File: config.mk
export PLATFORM = sky130hd
export DESIGN_NAME = slc3_key_controller_flat
export DESIGN_NICKNAME = d
export VERILOG_FILES = /design/src/rtl/slc3_io_pkg.sv /design/src/rtl/slc3_key_controller_if.sv /design/src/rtl/slc3_key_controller_key_debounce.sv /design/src/rtl/slc3_key_controller.sv /design/src/flat_wrapper.sv
export SDC_FILE = /design/constraint.sdc
export NUM_CORES = 1
export LEC_CHECK = 0
export ABC_AREA = 1
export BUFFER_PORTS_ARGS = -buffer_cell sky130_fd_sc_hd__buf_2
export CAP_MARGIN = 40
export CORE_ASPECT_RATIO = 1.4
export CORE_UTILIZATION = 30
export CTS_CLUSTER_DIAMETER = 40
export CTS_CLUSTER_SIZE = 12
export DETAILED_ROUTE_END_ITERATION = 8
export GPL_TIMING_DRIVEN = 0
export PLACE_DENSITY = 0.61
export SLEW_MARGIN = 25
export SYNTH_ARGS = -nofsm -noshare
export SYNTH_HDL_FRONTEND = slang
export SYNTH_SLANG_ARGS = --single-unit
File: constraint.sdc
create_clock -name Clk -period 1.5 [get_ports Clk]
set_input_delay 0.3 -clock Clk [delete_from_list [all_inputs] [get_ports Clk]]
set_output_delay 0.3 -clock Clk [all_outputs]
set_load 0.02 [all_outputs]
File: src/rtl/slc3_io_pkg.sv
// rtl/slc3_io_pkg.sv - shared types and constants for the SLC-3 key controller
package slc3_io_pkg;

  typedef enum logic [1:0] {
    IDLE      = 2'd0,
    PAUSED    = 2'd1,
    ACK       = 2'd2,
    WAIT_DROP = 2'd3
  } pause_state_t;

  localparam int   SW_WIDTH_DEF = 10;
  localparam logic KEY_PRESSED  = 1'b0;

endpackage

File: src/rtl/slc3_key_controller_if.sv
// rtl/slc3_key_controller_if.sv - board keys/switches and CPU pause handshake bundle
interface slc3_key_controller_if
  import slc3_io_pkg::*;
#(
  parameter int SW_WIDTH = SW_WIDTH_DEF
);
  logic                Run_n;
  logic                Continue_n;
  logic [SW_WIDTH-1:0] SW;
  logic                pause_req;
  logic [SW_WIDTH-1:0] pause_data;
  logic                run_pulse;
  logic                continue_pulse;
  logic                soft_reset;
  logic [SW_WIDTH-1:0] sw_sync;
  logic                paused;
  logic                continue_ack;
  logic [SW_WIDTH-1:0] LED;

  modport master (
    output Run_n, Continue_n, SW, pause_req, pause_data,
    input  run_pulse, continue_pulse, soft_reset, sw_sync, paused, continue_ack, LED
  );

  modport slave (
    input  Run_n, Continue_n, SW, pause_req, pause_data,
    output run_pulse, continue_pulse, soft_reset, sw_sync, paused, continue_ack, LED
  );
endinterface

File: src/rtl/slc3_key_controller_key_debounce.sv
// rtl/slc3_key_controller_key_debounce.sv - per-key synchronizer, debounce counter and press event
module key_debounce
  import slc3_io_pkg::*;
#(
  parameter int SYNC_STAGES     = 2,
  parameter int DEBOUNCE_CYCLES = 2
) (
  input  logic clk,
  input  logic rst_n,
  input  logic key_n,
  output logic pressed,
  output logic press_evt
);
  localparam int CW = $clog2(DEBOUNCE_CYCLES + 1);

  logic [SYNC_STAGES-1:0] sync;
  logic                   db_n;
  logic                   db_n_d;
  logic [CW-1:0]          cnt;
  logic                   synced;

  assign synced  = sync[SYNC_STAGES-1];
  assign pressed = (db_n == KEY_PRESSED);

  always_ff @(posedge clk or negedge rst_n) begin
    if (!rst_n) begin
      sync      <= '1;
      db_n      <= ~KEY_PRESSED;
      db_n_d    <= ~KEY_PRESSED;
      cnt       <= '0;
      press_evt <= 1'b0;
    end else begin
      sync      <= {sync[SYNC_STAGES-2:0], key_n};
      db_n_d    <= db_n;
      press_evt <= (db_n == KEY_PRESSED) && (db_n_d != KEY_PRESSED);
      // Any sample that agrees with the debounced level restarts the stability count
      if (synced == db_n) begin
        cnt <= '0;
      end else if (cnt == CW'(DEBOUNCE_CYCLES - 1)) begin
        db_n <= synced;
        cnt  <= '0;
      end else begin
        cnt <= cnt + 1'b1;
      end
    end
  end
endmodule

File: src/rtl/slc3_key_controller.sv
// rtl/slc3_key_controller.sv - SLC-3 Run/Continue key responder with soft-reset gesture and pause handshake
module slc3_key_controller
  import slc3_io_pkg::*;
#(
  parameter int SYNC_STAGES     = 2,
  parameter int DEBOUNCE_CYCLES = 2,
  parameter int SW_WIDTH        = SW_WIDTH_DEF
) (
  input logic                  Clk,
  input logic                  Reset_n,
  slc3_key_controller_if.slave io
);
  logic run_db, cont_db, run_evt, cont_evt;
  logic lockout, combo, run_p, cont_p;
  logic [SYNC_STAGES-1:0][SW_WIDTH-1:0] sw_chain;
  pause_state_t        state;
  logic [SW_WIDTH-1:0] led;

  key_debounce #(.SYNC_STAGES(SYNC_STAGES), .DEBOUNCE_CYCLES(DEBOUNCE_CYCLES)) u_run (
    .clk(Clk), .rst_n(Reset_n), .key_n(io.Run_n), .pressed(run_db), .press_evt(run_evt)
  );

  key_debounce #(.SYNC_STAGES(SYNC_STAGES), .DEBOUNCE_CYCLES(DEBOUNCE_CYCLES)) u_cont (
    .clk(Clk), .rst_n(Reset_n), .key_n(io.Continue_n), .pressed(cont_db), .press_evt(cont_evt)
  );

  // Gesture fires on the first cycle both keys are held; press events trail it and hit the lockout
  assign combo  = run_db & cont_db & ~lockout;
  assign run_p  = run_evt & ~lockout & ~combo;
  assign cont_p = cont_evt & ~lockout & ~combo;

  always_ff @(posedge Clk or negedge Reset_n) begin
    if (!Reset_n) begin
      sw_chain <= '0;
      lockout  <= 1'b0;
    end else begin
      sw_chain <= {sw_chain[SYNC_STAGES-2:0], io.SW};
      if (combo) begin
        lockout <= 1'b1;
      end else if (!run_db && !cont_db) begin
        lockout <= 1'b0;
      end
    end
  end

  always_ff @(posedge Clk or negedge Reset_n) begin
    if (!Reset_n) begin
      state <= IDLE;
      led   <= '0;
    end else if (combo) begin
      state <= IDLE;
      led   <= '0;
    end else begin
      case (state)
        IDLE: begin
          if (io.pause_req) begin
            led   <= io.pause_data;
            state <= PAUSED;
          end
        end
        PAUSED:    if (cont_p) state <= ACK;
        ACK:       state <= WAIT_DROP;
        WAIT_DROP: if (!io.pause_req) state <= IDLE;
        default:   state <= IDLE;
      endcase
    end
  end

  assign io.run_pulse      = run_p;
  assign io.continue_pulse = cont_p;
  assign io.soft_reset     = combo;
  assign io.sw_sync        = sw_chain[SYNC_STAGES-1];
  assign io.paused         = (state == PAUSED);
  assign io.continue_ack   = (state == ACK);
  assign io.LED            = led;
endmodule

File: src/flat_wrapper.sv
// flat-port wrapper written by rule: the top's interface ports become plain ports
module slc3_key_controller_flat import slc3_io_pkg::*;
#(
  parameter int SYNC_STAGES     = 2,
  parameter int DEBOUNCE_CYCLES = 2,
  parameter int SW_WIDTH        = SW_WIDTH_DEF
)
  (Clk, Reset_n, io_Run_n, io_Continue_n, io_SW, io_pause_req, io_pause_data, io_run_pulse, io_continue_pulse, io_soft_reset, io_sw_sync, io_paused, io_continue_ack, io_LED);
  slc3_key_controller_if #(.SW_WIDTH(SW_WIDTH)) io_i ();
  input logic Clk;
  input logic Reset_n;
  input wire logic [$bits(io_i.Run_n)-1:0] io_Run_n;
  input wire logic [$bits(io_i.Continue_n)-1:0] io_Continue_n;
  input wire logic [$bits(io_i.SW)-1:0] io_SW;
  input wire logic [$bits(io_i.pause_req)-1:0] io_pause_req;
  input wire logic [$bits(io_i.pause_data)-1:0] io_pause_data;
  output wire logic [$bits(io_i.run_pulse)-1:0] io_run_pulse;
  output wire logic [$bits(io_i.continue_pulse)-1:0] io_continue_pulse;
  output wire logic [$bits(io_i.soft_reset)-1:0] io_soft_reset;
  output wire logic [$bits(io_i.sw_sync)-1:0] io_sw_sync;
  output wire logic [$bits(io_i.paused)-1:0] io_paused;
  output wire logic [$bits(io_i.continue_ack)-1:0] io_continue_ack;
  output wire logic [$bits(io_i.LED)-1:0] io_LED;
  assign io_i.Run_n = io_Run_n;
  assign io_i.Continue_n = io_Continue_n;
  assign io_i.SW = io_SW;
  assign io_i.pause_req = io_pause_req;
  assign io_i.pause_data = io_pause_data;
  assign io_run_pulse = io_i.run_pulse;
  assign io_continue_pulse = io_i.continue_pulse;
  assign io_soft_reset = io_i.soft_reset;
  assign io_sw_sync = io_i.sw_sync;
  assign io_paused = io_i.paused;
  assign io_continue_ack = io_i.continue_ack;
  assign io_LED = io_i.LED;
  slc3_key_controller #(.SYNC_STAGES(SYNC_STAGES), .DEBOUNCE_CYCLES(DEBOUNCE_CYCLES), .SW_WIDTH(SW_WIDTH)) u_core (.Clk(Clk), .Reset_n(Reset_n), .io(io_i));
endmodule
[Yosys cells after proc, flatten, opt, wreduce, memory -nomap -nowiden]
Index checks and enable logic that the tools add are counted.
Storage, ports and cells
  bits in registers: 47
  latch bits: 0
  memory bits (writable): 0
  memory bits (read-only): 0
  bits of input ports: 25
  output and inout port bits: 25
  word-level logic and storage cells: 64
  memories kept: 0
Operators by class
  add/sub/neg operators: 2
  multiply operators: 0
  divide/modulo/power cells: 0
  order comparisons: 0
  equal/unequal tests: 10
  shift operators: 0
  multiplexer cells: 14
  bitwise gates (word level): 12
  reductions and logical operators: 11
Operators by type and width (number)
  $mux W10: 3
  $mux W2: 8
  $ne A3 B2 Y1 const B: 3
  $pmux W2 S4: 1
  $and A1 B1 Y1: 6
  $eq A2 B1 Y1 const B: 3
  $not A1 Y1: 6
  $reduce_and A2 Y1: 3
  $reduce_bool A2 Y1: 3
  $add A2 B1 Y2 const B: 2
  $eq A2 B2 Y1 const B: 2
  $logic_and A1 B1 Y1: 3
  $reduce_and A3 Y1: 1
  $eq A1 B1 Y1: 2
  $logic_not A2 Y1: 1
  $mux W1: 2

[Depth between registers and ports, before layout]
Gate-level depths: netlist (run 1).
  depth in word-level cells: 8
  mapped depth: 9
  depth with buffers taken out: 9

[Modules after synthesis]
A second synthesis (run 1) with hierarchy kept.
Second synthesis, totals
  cells, all modules: 154
  area total of the unflattened synthesis: 1721.7 um2
Modules (own cells, without submodules)
  slc3_key_controller: times used 1, cells an instance 108, area each 1218.7 um2, sequential area each 825.8 um2
  key_debounce: times used 2, cells an instance 23, area each 251.5 um2, sequential area each 180.2 um2

[Least setup slack after synthesis (run 1)]
No wires, ideal clock.
  path kind: register to output
  start: register u_core.u_run.db_n
  end: output io_continue_pulse
  data arrival time: 0.926 ns
  data required time: 1.200 ns
  path slack: 0.274 ns
  cell stages (with the launch flop): 3
  path buffers: 0
  path through: dfstp_2 -> nor2_4 -> nor2_1
On the way
  longest elaborated chain between the ends: 5
Ends and longest elaborated chain
  start: declaration: line slc3_key_controller_key_debounce.sv:17  | logic db_n;
  start signal: assignment: line slc3_key_controller_key_debounce.sv:28  | db_n <= ~KEY_PRESSED;
  start signal: assignment: line slc3_key_controller_key_debounce.sv:40  | db_n <= synced;
  $not A1 Y1: line slc3_key_controller_key_debounce.sv:23  | assign pressed = (db_n == KEY_PRESSED);
  $and A1 B1 Y1 (2 in series): line slc3_key_controller.sv:28  | assign combo = run_db & cont_db & ~lockout;
  $not A1 Y1: line slc3_key_controller.sv:30  | assign cont_p = cont_evt & ~lockout & ~combo;
  $and A1 B1 Y1: line slc3_key_controller.sv:30
  end: declaration: line flat_wrapper.sv:18  | output wire logic [$bits(io_i.continue_pulse)-1:0] io_continue_pulse;
Every way passes these cells.

[Worst setup path in the final report (run 1)]
  start: register u_core.u_run.db_n
  end: output io_run_pulse
On the way
  longest elaborated chain between the ends: 5
Ends and longest elaborated chain
  $not A1 Y1: line slc3_key_controller_key_debounce.sv:23
  $and A1 B1 Y1 (2 in series): line slc3_key_controller.sv:28
  $not A1 Y1: line slc3_key_controller.sv:29  | assign run_p = run_evt & ~lockout & ~combo;
  $and A1 B1 Y1: line slc3_key_controller.sv:29
  end: declaration: line flat_wrapper.sv:17  | output wire logic [$bits(io_i.run_pulse)-1:0] io_run_pulse;
Every way passes these cells.

==> impl_metrics.csv, run 1 <==
group,metric,value,unit
finish,stdcell_count,286,
logic_synthesis,synth.largest_area_cell,"sky130_fd_sc_hd__dfrtp_1",
power_and_ir_drop,vdd.ir_drop.worst,0.986,mV
power_and_ir_drop,p_per_area,1860,mW/mm^2
drt,drt_iter0_drc,38,
global_route,total_global_route_track_usage,10.9,%
global_route,grt_pass1_wl,5000,microns
placement,portBuffers,49,
clock_network,clock_tree_from_tritoncts,"done",
global_route,grt_max_degree,26,
drt,wire_per_inst,10.0,microns
drt,drc,0,
critical_path,crit_path_end_kind,"primary output",
die,chipHeight,93.5,microns
logic_synthesis,synth_area,0.00179,sq mm
critical_path,arrival,1150,ps
worst_hold_path,min-delay-path-class,"in -> reg",
die,io_pins,50,
timing,layout_setup_ws,49.2,ps
logic_synthesis,synth_area_per_cell,11.4,sq um
worst_hold_path,hp-start,"io_Run_n",
finish,synthToLayoutAreaGrowth,26.8,%
placement,post-place-ws,117,ps
logic_synthesis,ys_types,19,
timing,fin_crit,1450,ps
logic_synthesis,synth_edf_count,0,
clock_network,worst_skew_pair.late_latency,290,ps
logic_synthesis,post_synth_main_area_contributors,"sky130_fd_sc_hd__dfrtp_1, sky130_fd_sc_hd__dfstp_2, sky130_fd_sc_hd__o21ai_2",
finish,drive_gt1_share,50.9,%
critical_path,worst_ep_required_time,1200,ps
timing,finalClockSkew,4.76,ps
finish,register_area,0.00119,sq mm
finish,fillers,572,
logic_synthesis,synth-async-reset-ratio,100,%
clock_network,clock_root_cell,"sky130_fd_sc_hd__clkbuf_8",
timing,grt_setup_unrepaired,"false",
timing,timing.slew.headroom,64.2,%
critical_path,regToRegStartpoint,"u_core.state[0]",
die,core_area,0.00565,sq mm
timing,setup_viol,0,
critical_path,worst_setup_start_kind,"flop",
critical_path,critical-path-slowest-cell,"sky130_fd_sc_hd__dfstp_2",
drt,routed_wl,2870,microns
clock_network,cts.reportedPaths.clkPinSlew,80,ps
placement,detailed_place_hpwl,2120,microns
flow_run,cap_viol_max_count,0,
critical_path,critPathMaxStageDelay,560,ps
timing,max_slew.worst_pin.slew,537,ps
drt,drt-vias-per-instance,3.98,
critical_path,crit_path_cell_trace,"nor2_4, nor2_1, buf_2",
critical_path,reg2reg_setup_slack,150,ps
critical_path,critPathLaunch,"u_core.u_run.db_n",
timing,timing_hold_violations_final,0,
timing,timing.final.crit_share,96.7,%
logic_synthesis,synth-seq-cells,47,
timing,fin_hold_ws,103,ps
clock_network,tritoncts_num_sinks,47,
placement,placedInstanceArea,0.00215,sq mm
global_route,antenna_found_initial,0,
global_route,grt_pass1_vias,1136,
logic_synthesis,yosysWarningCount,0,
critical_path,crit_path_max_fanout,3,
run_status,outcome,"completed",
critical_path,setup.worst_path.class,"reg -> out",
global_route,global_route.overflow_total,0,
worst_hold_path,cell_depth_of_the_worst_min_delay_path,1,
finish,finish.net_count,248,
logic_synthesis,synthesized_instance_count,157,
die,die-area,0.00629,sq mm
logic_synthesis,post-synth-top-count-cell,"sky130_fd_sc_hd__dfrtp_1",
die,floorplan.initialDensity,31.8,%
logic_synthesis,synth.top_cells.by_count,"sky130_fd_sc_hd__dfrtp_1, sky130_fd_sc_hd__inv_1, sky130_fd_sc_hd__nand2_1",
logic_synthesis,synth_top_cell_area_share,54.4,%
clock_network,h-tree-depth,2,
timing,fmax,689,MHz
timing,final-max-slew-violation-count,0,
critical_path,worst_r2r_path_depth,8,
logic_synthesis,prevailing_post_synth_register_cell,"sky130_fd_sc_hd__dfrtp_1",
power_and_ir_drop,cellLeakagePower,1.23,nW
drt,detailroute.via_count,1137,
logic_synthesis,postSynthNetCount,187,
finish,insertedDiodeCount,0,
logic_synthesis,sequential_fraction_of_the_synthesis_area,66.2,%
placement,numPlacedInstances,275,
clock_network,cts_made_buffers,5,
finish,finalCoreUtilization,40.3,%
drt,firstDrtPassIters,4,
clock_network,cts_buffer_depth,2,
finish,multi_input_comb_area,380,sq um
drt,postRouteAntennaNets,0,
placement,globalplace.congestion,0.729,
die,core.rowCount,32,
finish,stdcell_area,0.00227,sq mm
die,dieWidth,67.3,microns
[critical path, delay by kind of cell (launching register included)]
kind | cells | cell delay, ps
buf+inv | 1 | 170
flops | 1 | 560
simple gates | 2 | 140
[kinds of logic after synthesis]
logic type | Yosys count | share of synthesized area, %
xor+xnor | 2 | 0.977
buf+inv | 48 | 12.6
simple gates | 31 | 7.54
flops | 47 | 66.2
compound gates | 24 | 9.21
fa+ha+maj | 5 | 3.49
[power by group]
group,internal (mW),total (mW),switching (mW)
clock,0.361,0.731,0.370
combinational,0.662,1.68,1.02
sequential,1.63,1.81,0.185
[layout make-up]
cell class                 count  share of cell area (%)
clock inverter                 1                   0.220
timing repair buffer          55                    14.0
tap                           68                    3.74
clock buffer                   6                    3.63
buffer                        11                    3.52
inverter                      36                    5.94
sequential                    47                    52.2
multi-input combinational     62                    16.7
[per-layer routing]
metal | vias to the layer above | share of wire (%) | GRT usage, %
li1 | 577 | - | -
met1 | 530 | 39 | 12.2
met2 | 24 | 55 | 18.6
met3 | 6 | 3.7 | 2.20
met4 | 0 | 2.5 | 6.38
met5 | - | 0 | 0
[state kept, by name (all words and copies together), names as in the netlist, 2 cells and up]
name	flops
u_core.sw_chain	10
u_core.io.LED	10
u_core.io.sw_sync	10
u_core.u_run.cnt	2
u_core.u_cont.sync	2
u_core.u_cont.cnt	2
u_core.state	2
u_core.u_run.sync	2
[what timing repair did]
| action | 4_1_cts | 5_1_grt |
|---|---|---|
| pin swaps | 2 | 2 |
| buffers inserted | 4 | 0 |
| hold endpoints to repair | 4 | 0 |
| hold buffers | 1 | 0 |
| setup endpoints to repair | 3 | 3 |
| gates resized for setup | 4 | 2 |
[per-stage QoR]
stage | power, mW | setup TNS [ps]
after global placement | 3.43 | 0
final | 4.23 | 0
after CTS | 4.32 | -18.4
after global routing | 4.58 | 0
after detailed placement | 3.48 | 0
after floorplan | 3.03 | 0
[cell usage in the layout (no fill, tap or decap)]
cell / instances
sky130_fd_sc_hd__dfrtp_1: 39
sky130_fd_sc_hd__xnor2_1: 2
sky130_fd_sc_hd__buf_6: 1
sky130_fd_sc_hd__ha_1: 5
sky130_fd_sc_hd__nand2_4: 1
sky130_fd_sc_hd__o21ai_0: 7
sky130_fd_sc_hd__o21ai_2: 12
sky130_fd_sc_hd__o21ai_1: 4
sky130_fd_sc_hd__nor2_4: 1
sky130_fd_sc_hd__dlygate4sd3_1: 1
sky130_fd_sc_hd__buf_16: 1
sky130_fd_sc_hd__clkinv_2: 1
sky130_fd_sc_hd__clkbuf_8: 6
sky130_fd_sc_hd__inv_2: 17
sky130_fd_sc_hd__buf_4: 14
sky130_fd_sc_hd__nor2_1: 10
sky130_fd_sc_hd__nor3_1: 2
sky130_fd_sc_hd__a21oi_1: 1
sky130_fd_sc_hd__buf_2: 49
sky130_fd_sc_hd__dfstp_2: 8
sky130_fd_sc_hd__nand2_1: 16
sky130_fd_sc_hd__inv_1: 19
sky130_fd_sc_hd__nand3_1: 1
[worst paths after layout]
check | end
min in group asynchronous | u_core.io.sw_sync[5]
worst max-delay path | io_run_pulse
worst max register to register | u_core.io.LED[3]
max in group asynchronous | u_core.u_run.db_n_d
worst min register to register | u_core.io.sw_sync[9]
worst min-delay path | u_core.u_run.sync[0]
Power figures use the tool's default switching activity.
==> run 2: changes to the inputs <==
--- a/config.mk
+++ b/config.mk
@@ -14,6 +14,7 @@
 export CTS_CLUSTER_SIZE = 12
 export DETAILED_ROUTE_END_ITERATION = 8
 export GPL_TIMING_DRIVEN = 0
+export HOLD_SLACK_MARGIN = 0.12
 export PLACE_DENSITY = 0.61
 export SLEW_MARGIN = 25
 export SYNTH_ARGS = -nofsm -noshare
==> run 2 against run 1 <==
Effect of this change:
- setup slack about the same
- total power grew 0.60%
- wire length up 3.7%
- largest power group unchanged
- highest routed layer unchanged
==> impl_metrics.csv, run 2 (synthesis results as in run 1) <==
group,metric,value,unit
run_status,outcome,"completed",
drt,route.met3.wl,98,microns
timing,timing.final.crit_share,96.7,%
global_route,grt_pass1_vias,1203,
clock_network,tritoncts_num_sinks,47,
drt,route.met2.wl,1660,microns
finish,synthToLayoutAreaGrowth,33.5,%
critical_path,critPathMaxStageDelay,560,ps
critical_path,crit_path_end_kind,"primary output",
power_and_ir_drop,p_per_area,1780,mW/mm^2
clock_network,h-tree-depth,2,
drt,wl_met1,1150,microns
die,core_area,0.00565,sq mm
drt,detailroute.via_count,1182,
die,chipHeight,93.5,microns
global_route,grt_max_degree,26,
finish,stdcell_count,298,
critical_path,critical-path-slowest-cell,"sky130_fd_sc_hd__dfstp_2",
drt,wire_per_inst,10.0,microns
critical_path,worst_setup_start_kind,"flop",
die,core.rowCount,32,
critical_path,crit_family,"flip-flops",
clock_network,cts.reportedPaths.clkPinSlew,80,ps
critical_path,crit_path_cell_trace,"nor2_4, nor2_1, buf_2",
die,io_pins,50,
clock_network,clock_root_cell,"sky130_fd_sc_hd__clkbuf_8",
critical_path,critical_path_buf_inv_count,1,
drt,highest_layer,"met4",
timing,timing_hold_violations_final,0,
finish,mostFrequentLayoutCell,"sky130_fd_sc_hd__buf_2",
finish,drive_gt1_share,48.3,%
finish,insertedDiodeCount,0,
clock_network,cts_buffer_depth,2,
timing,setup_viol,0,
power_and_ir_drop,share_comb_of_total_power,40.1,%
power_and_ir_drop,clock_power_share,17.3,%
placement,globalplace.congestion,0.729,
power_and_ir_drop,vdd.ir_drop.worst,0.985,mV
finish,fillers,563,
flow_run,cap_viol_max_count,0,
critical_path,crit_path_max_fanout,3,
timing,layout_setup_ws,48.9,ps
global_route,global_route.overflow_total,0,
placement,detailed_place_hpwl,2120,microns
power_and_ir_drop,seqPwrFrac,42.6,%
finish,finish.net_count,260,
timing,final-max-slew-violation-count,0,
drt,drt-vias-per-instance,3.97,
die,dieWidth,67.3,microns
clock_network,clock_tree_from_tritoncts,"done",
die,floorplan.initialDensity,31.8,%
timing,max_slew.worst_pin.slew,538,ps
placement,portBuffers,49,
power_and_ir_drop,cell_internal_pwr,2.67,mW
critical_path,setup.worst_path.class,"reg -> out",
global_route,grt_pass1_wl,5190,microns
clock_network,cts_made_buffers,5,
drt,firstDrtPassIters,3,
power_and_ir_drop,switching_share,37.2,%
worst_hold_path,min-delay-path-class,"in -> reg",
power_and_ir_drop,cellLeakagePower,1.28,nW
timing,fin_crit,1450,ps
clock_network,worst_skew_pair.late_latency,290,ps
finish,layout.cells.most_common_list,"sky130_fd_sc_hd__buf_2, sky130_fd_sc_hd__dfrtp_1, sky130_fd_sc_hd__inv_1, sky130_fd_sc_hd__inv_2, sky130_fd_sc_hd__nand2_1",
drt,drc,0,
drt,routed_wl,2980,microns
placement,numPlacedInstances,275,
timing,grt_setup_unrepaired,"false",
timing,finalClockSkew,4.72,ps
die,die-area,0.00629,sq mm
critical_path,arrival,1150,ps
drt,drt_iter0_drc,29,
global_route,antenna_found_initial,0,
finish,register_area,0.00119,sq mm
global_route,total_global_route_track_usage,11.3,%
finish,multi_input_comb_area,380,sq um
timing,fmax,689,MHz
timing,timing.slew.headroom,64.1,%
drt,postRouteAntennaNets,0,
timing,fin_hold_ws,210,ps
power_and_ir_drop,power.net_switching,1.58,mW
critical_path,worst_ep_required_time,1200,ps
placement,post-place-ws,117,ps
## run 2: path summary, 6_finish.rpt
path	from	to	slack, ps	depth (start not counted)
max	u_core.u_run.db_n	io_run_pulse	50	3
min	io_pause_data[8]	u_core.io.LED[8]	210	3
max reg2reg	u_core.state[0]	u_core.io.LED[3]	150	8
min reg2reg	u_core.sw_chain[9]	u_core.io.sw_sync[9]	350	0
max in group asynchronous	Reset_n	u_core.u_run.db_n	390	3
min in group asynchronous	Reset_n	u_core.io.sw_sync[5]	530	2
## run 2: timing repair
item | in CTS | in global routing
setup buffers | 4 | 0
hold endpoints to repair | 32 | 0
setup endpoints to repair | 3 | 3
gates resized for setup | 4 | 2
pin swaps | 2 | 2
gates cloned | 0 | 0
hold buffers | 13 | 0
## run 2: through the flow
step                      instance area (sq um)  total power [mW]  utilization, %  TNS (ps)
after floorplan                            1790              3.03               -         0
after global placement                     2120              3.43            37.6         0
after detailed placement                   2150              3.48            38.1         0
after CTS                                  2410              4.35            42.7     -18.4
after global routing                       2390              4.61            42.4         0
final                                      2390              4.25            42.4         0
## run 2: routing by layer
metal,vias to the layer above,track usage [%]
met2,22,19.5
met1,553,12.4
li1,601,-
met4,0,6.38
met5,-,0
met3,6,2.20
## run 2: area by class of cell
type / instances / share of cell area (%)
buffer: 11 / 3.35
clock buffer: 6 / 3.45
clock inverter: 1 / 0.209
inverter: 36 / 5.65
multi-input combinational: 62 / 15.9
sequential: 47 / 49.6
tap: 68 / 3.55
timing repair buffer: 67 / 18.3
## run 2: power groups by stage
| stage | combinational, mW | sequential, mW | clock, mW |
|---|---|---|---|
| 5_1_grt | 1.92 | 1.85 | 0.829 |
| 6_report | 1.71 | 1.81 | 0.734 |
| 3_3_place_gp | 1.58 | 1.85 | 0 |
| 4_1_cts | 1.77 | 1.81 | 0.767 |
| 3_5_place_dp | 1.61 | 1.87 | 0 |
| 2_1_floorplan | 1.03 | 2.00 | 0 |
## run 2: worst reg2reg max path, cell delays in order, from the launching register on
cell and delay [ps]:
sky130_fd_sc_hd__dfrtp_1 410, sky130_fd_sc_hd__inv_2 70, sky130_fd_sc_hd__ha_1 210, sky130_fd_sc_hd__nand2_1 110, sky130_fd_sc_hd__inv_2 120, sky130_fd_sc_hd__o21ai_0 160
sky130_fd_sc_hd__inv_1 50, sky130_fd_sc_hd__o21ai_0 70, sky130_fd_sc_hd__inv_1 60
==> run 3: changes to the inputs <==
--- a/config.mk
+++ b/config.mk
@@ -16,6 +16,7 @@
 export GPL_TIMING_DRIVEN = 0
 export HOLD_SLACK_MARGIN = 0.12
 export PLACE_DENSITY = 0.61
+export SETUP_SLACK_MARGIN = 0.15
 export SLEW_MARGIN = 25
 export SYNTH_ARGS = -nofsm -noshare
 export SYNTH_HDL_FRONTEND = slang
==> run 3 against run 2 <==
Effect of this change:
- sequential power hardly changed
- clock power hardly changed
- via count grew 3.6%
- critical path type unchanged
==> impl_metrics.csv, run 3 (synthesis results as in run 1) <==
group,metric,value,unit
run_status,outcome,"completed",
global_route,antenna_found_initial,0,
critical_path,critical-path-slowest-cell,"sky130_fd_sc_hd__dfstp_2",
worst_hold_path,min-delay-path-class,"in -> reg",
critical_path,setup.worst_path.class,"reg -> out",
timing,fmax,672,MHz
critical_path,arrival,1190,ps
die,core_area,0.00565,sq mm
placement,portBuffers,49,
timing,fin_crit,1490,ps
finish,insertedDiodeCount,0,
drt,postRouteAntennaNets,0,
timing,fin_hold_ws,212,ps
clock_network,cts_buffer_depth,2,
timing,setup-tns-final,0,ps
timing,setup_viol,0,
power_and_ir_drop,vdd.ir_drop.worst,1.00,mV
drt,drt-vias-per-instance,4.02,
drt,wire_per_inst,10.5,microns
clock_network,clock_root_cell,"sky130_fd_sc_hd__clkbuf_8",
global_route,grt_max_degree,26,
die,io_pins,50,
drt,drt_iter0_drc,36,
placement,globalplace.congestion,0.729,
finish,layout.cells.most_common_list,"sky130_fd_sc_hd__buf_2, sky130_fd_sc_hd__dfrtp_1, sky130_fd_sc_hd__buf_4, sky130_fd_sc_hd__inv_1, sky130_fd_sc_hd__inv_2",
drt,routed_wl,3190,microns
finish,finish.net_count,267,
finish,drive_gt1_share,54.4,%
clock_network,cts.reportedPaths.clkPinSlew,80,ps
timing,timing_hold_violations_final,0,
clock_network,worst_skew_pair.late_latency,290,ps
global_route,global_route.overflow_total,0,
global_route,grt_pass1_wl,5360,microns
flow_run,cap_viol_max_count,0,
timing,timing.slew.headroom,64.1,%
drt,firstDrtPassIters,4,
drt,drc,0,
critical_path,crit_path_end_kind,"primary output",
critical_path,worst_setup_start_kind,"flop",
power_and_ir_drop,p_per_area,1830,mW/mm^2
die,dieWidth,67.3,microns
clock_network,clock_tree_from_tritoncts,"done",
critical_path,crit_path_cell_trace,"nor2_4, nand2_4, buf_8, inv_4, buf_6",
finish,synthToLayoutAreaGrowth,42.4,%
placement,detailed_place_hpwl,2120,microns
timing,finalClockSkew,5.02,ps
die,chipHeight,93.5,microns
global_route,grt_pass1_vias,1225,
critical_path,crit_path_max_fanout,3,
clock_network,cts_made_buffers,5,
clock_network,h-tree-depth,2,
clock_network,tritoncts_num_sinks,47,
global_route,total_global_route_track_usage,11.6,%
finish,mostFrequentLayoutCell,"sky130_fd_sc_hd__buf_2",
power_and_ir_drop,cellLeakagePower,1.32,nW
die,floorplan.initialDensity,31.8,%
die,core.rowCount,32,
die,die-area,0.00629,sq mm
timing,max_slew.worst_pin.slew,538,ps
critical_path,critPathMaxStageDelay,560,ps
drt,detailroute.via_count,1225,
timing,final-max-slew-violation-count,0,
timing,grt_setup_unrepaired,"true",
critical_path,worst_ep_required_time,1200,ps
timing,timing.final.crit_share,99.2,%
[run 3: per-layer routing]
layer | track usage, % | part of all wire (%)
met5 | 0 | 0
met4 | 6.38 | 2.2
met2 | 20.0 | 56
met1 | 13.0 | 39
met3 | 2.20 | 2.6
[run 3: worst max-delay path: cells and delay by family, from the launching register on]
family        cells  cell delay [ps]
buf+inv           3              230
simple gates      2              110
flops             1              560
[run 3: final timing paths]
path	startpoint	to	slack (ps)	cells after the start
max	u_core.u_run.db_n	io_soft_reset	10	5
min	io_pause_data[8]	u_core.io.LED[8]	210	3
max reg2reg	u_core.state[0]	u_core.state[1]	220	10
min reg2reg	u_core.sw_chain[0]	u_core.io.sw_sync[0]	350	0
max in group asynchronous	Reset_n	u_core.u_run.db_n	390	3
min in group asynchronous	Reset_n	u_core.io.sw_sync[5]	530	2
[run 3: per-stage QoR]
| stage | cell area [sq um] | setup slack (ps) | total power, mW | utilization (%) | cells |
|---|---|---|---|---|---|
| 4_1_cts | 2490 | -18.0 | 4.57 | 44.1 | 303 |
| 2_1_floorplan | 1790 | 274 | 3.03 | - | 157 |
| 6_report | 2550 | 11.9 | 4.67 | 45.2 | 305 |
| 3_3_place_gp | 2120 | 128 | 3.43 | 37.6 | 274 |
| 3_5_place_dp | 2150 | 117 | 3.48 | 38.1 | 275 |
| 5_1_grt | 2550 | -45.4 | 5.05 | 45.2 | 305 |
[run 3: where the power goes]
part | switching [mW] | total, mW | leakage (nW) | internal (mW)
Sequential | 0.192 | 1.82 | 0.553 | 1.63
Clock | 0.370 | 0.731 | 0.0470 | 0.361
Combinational | 1.17 | 2.11 | 0.724 | 0.945
[run 3: area by class of cell]
cell class / count / area (sq um)
Timing Repair Buffer: 73 / 509
Fill cell: 549 / 3090
Clock inverter: 1 / 5.00
Multi-Input combinational cell: 62 / 444
Buffer: 12 / 97.6
Clock buffer: 6 / 82.6
Inverter: 36 / 143
Tap cell: 68 / 85.1
Sequential cell: 47 / 1190
[run 3: what timing repair did]
action | CTS | global route
buffers inserted | 8 | 2
pin swaps | 4 | 9
hold buffers | 13 | 0
setup endpoints to repair | 7 | 16
gates resized for setup | 20 | 14
hold endpoints to repair | 32 | 0
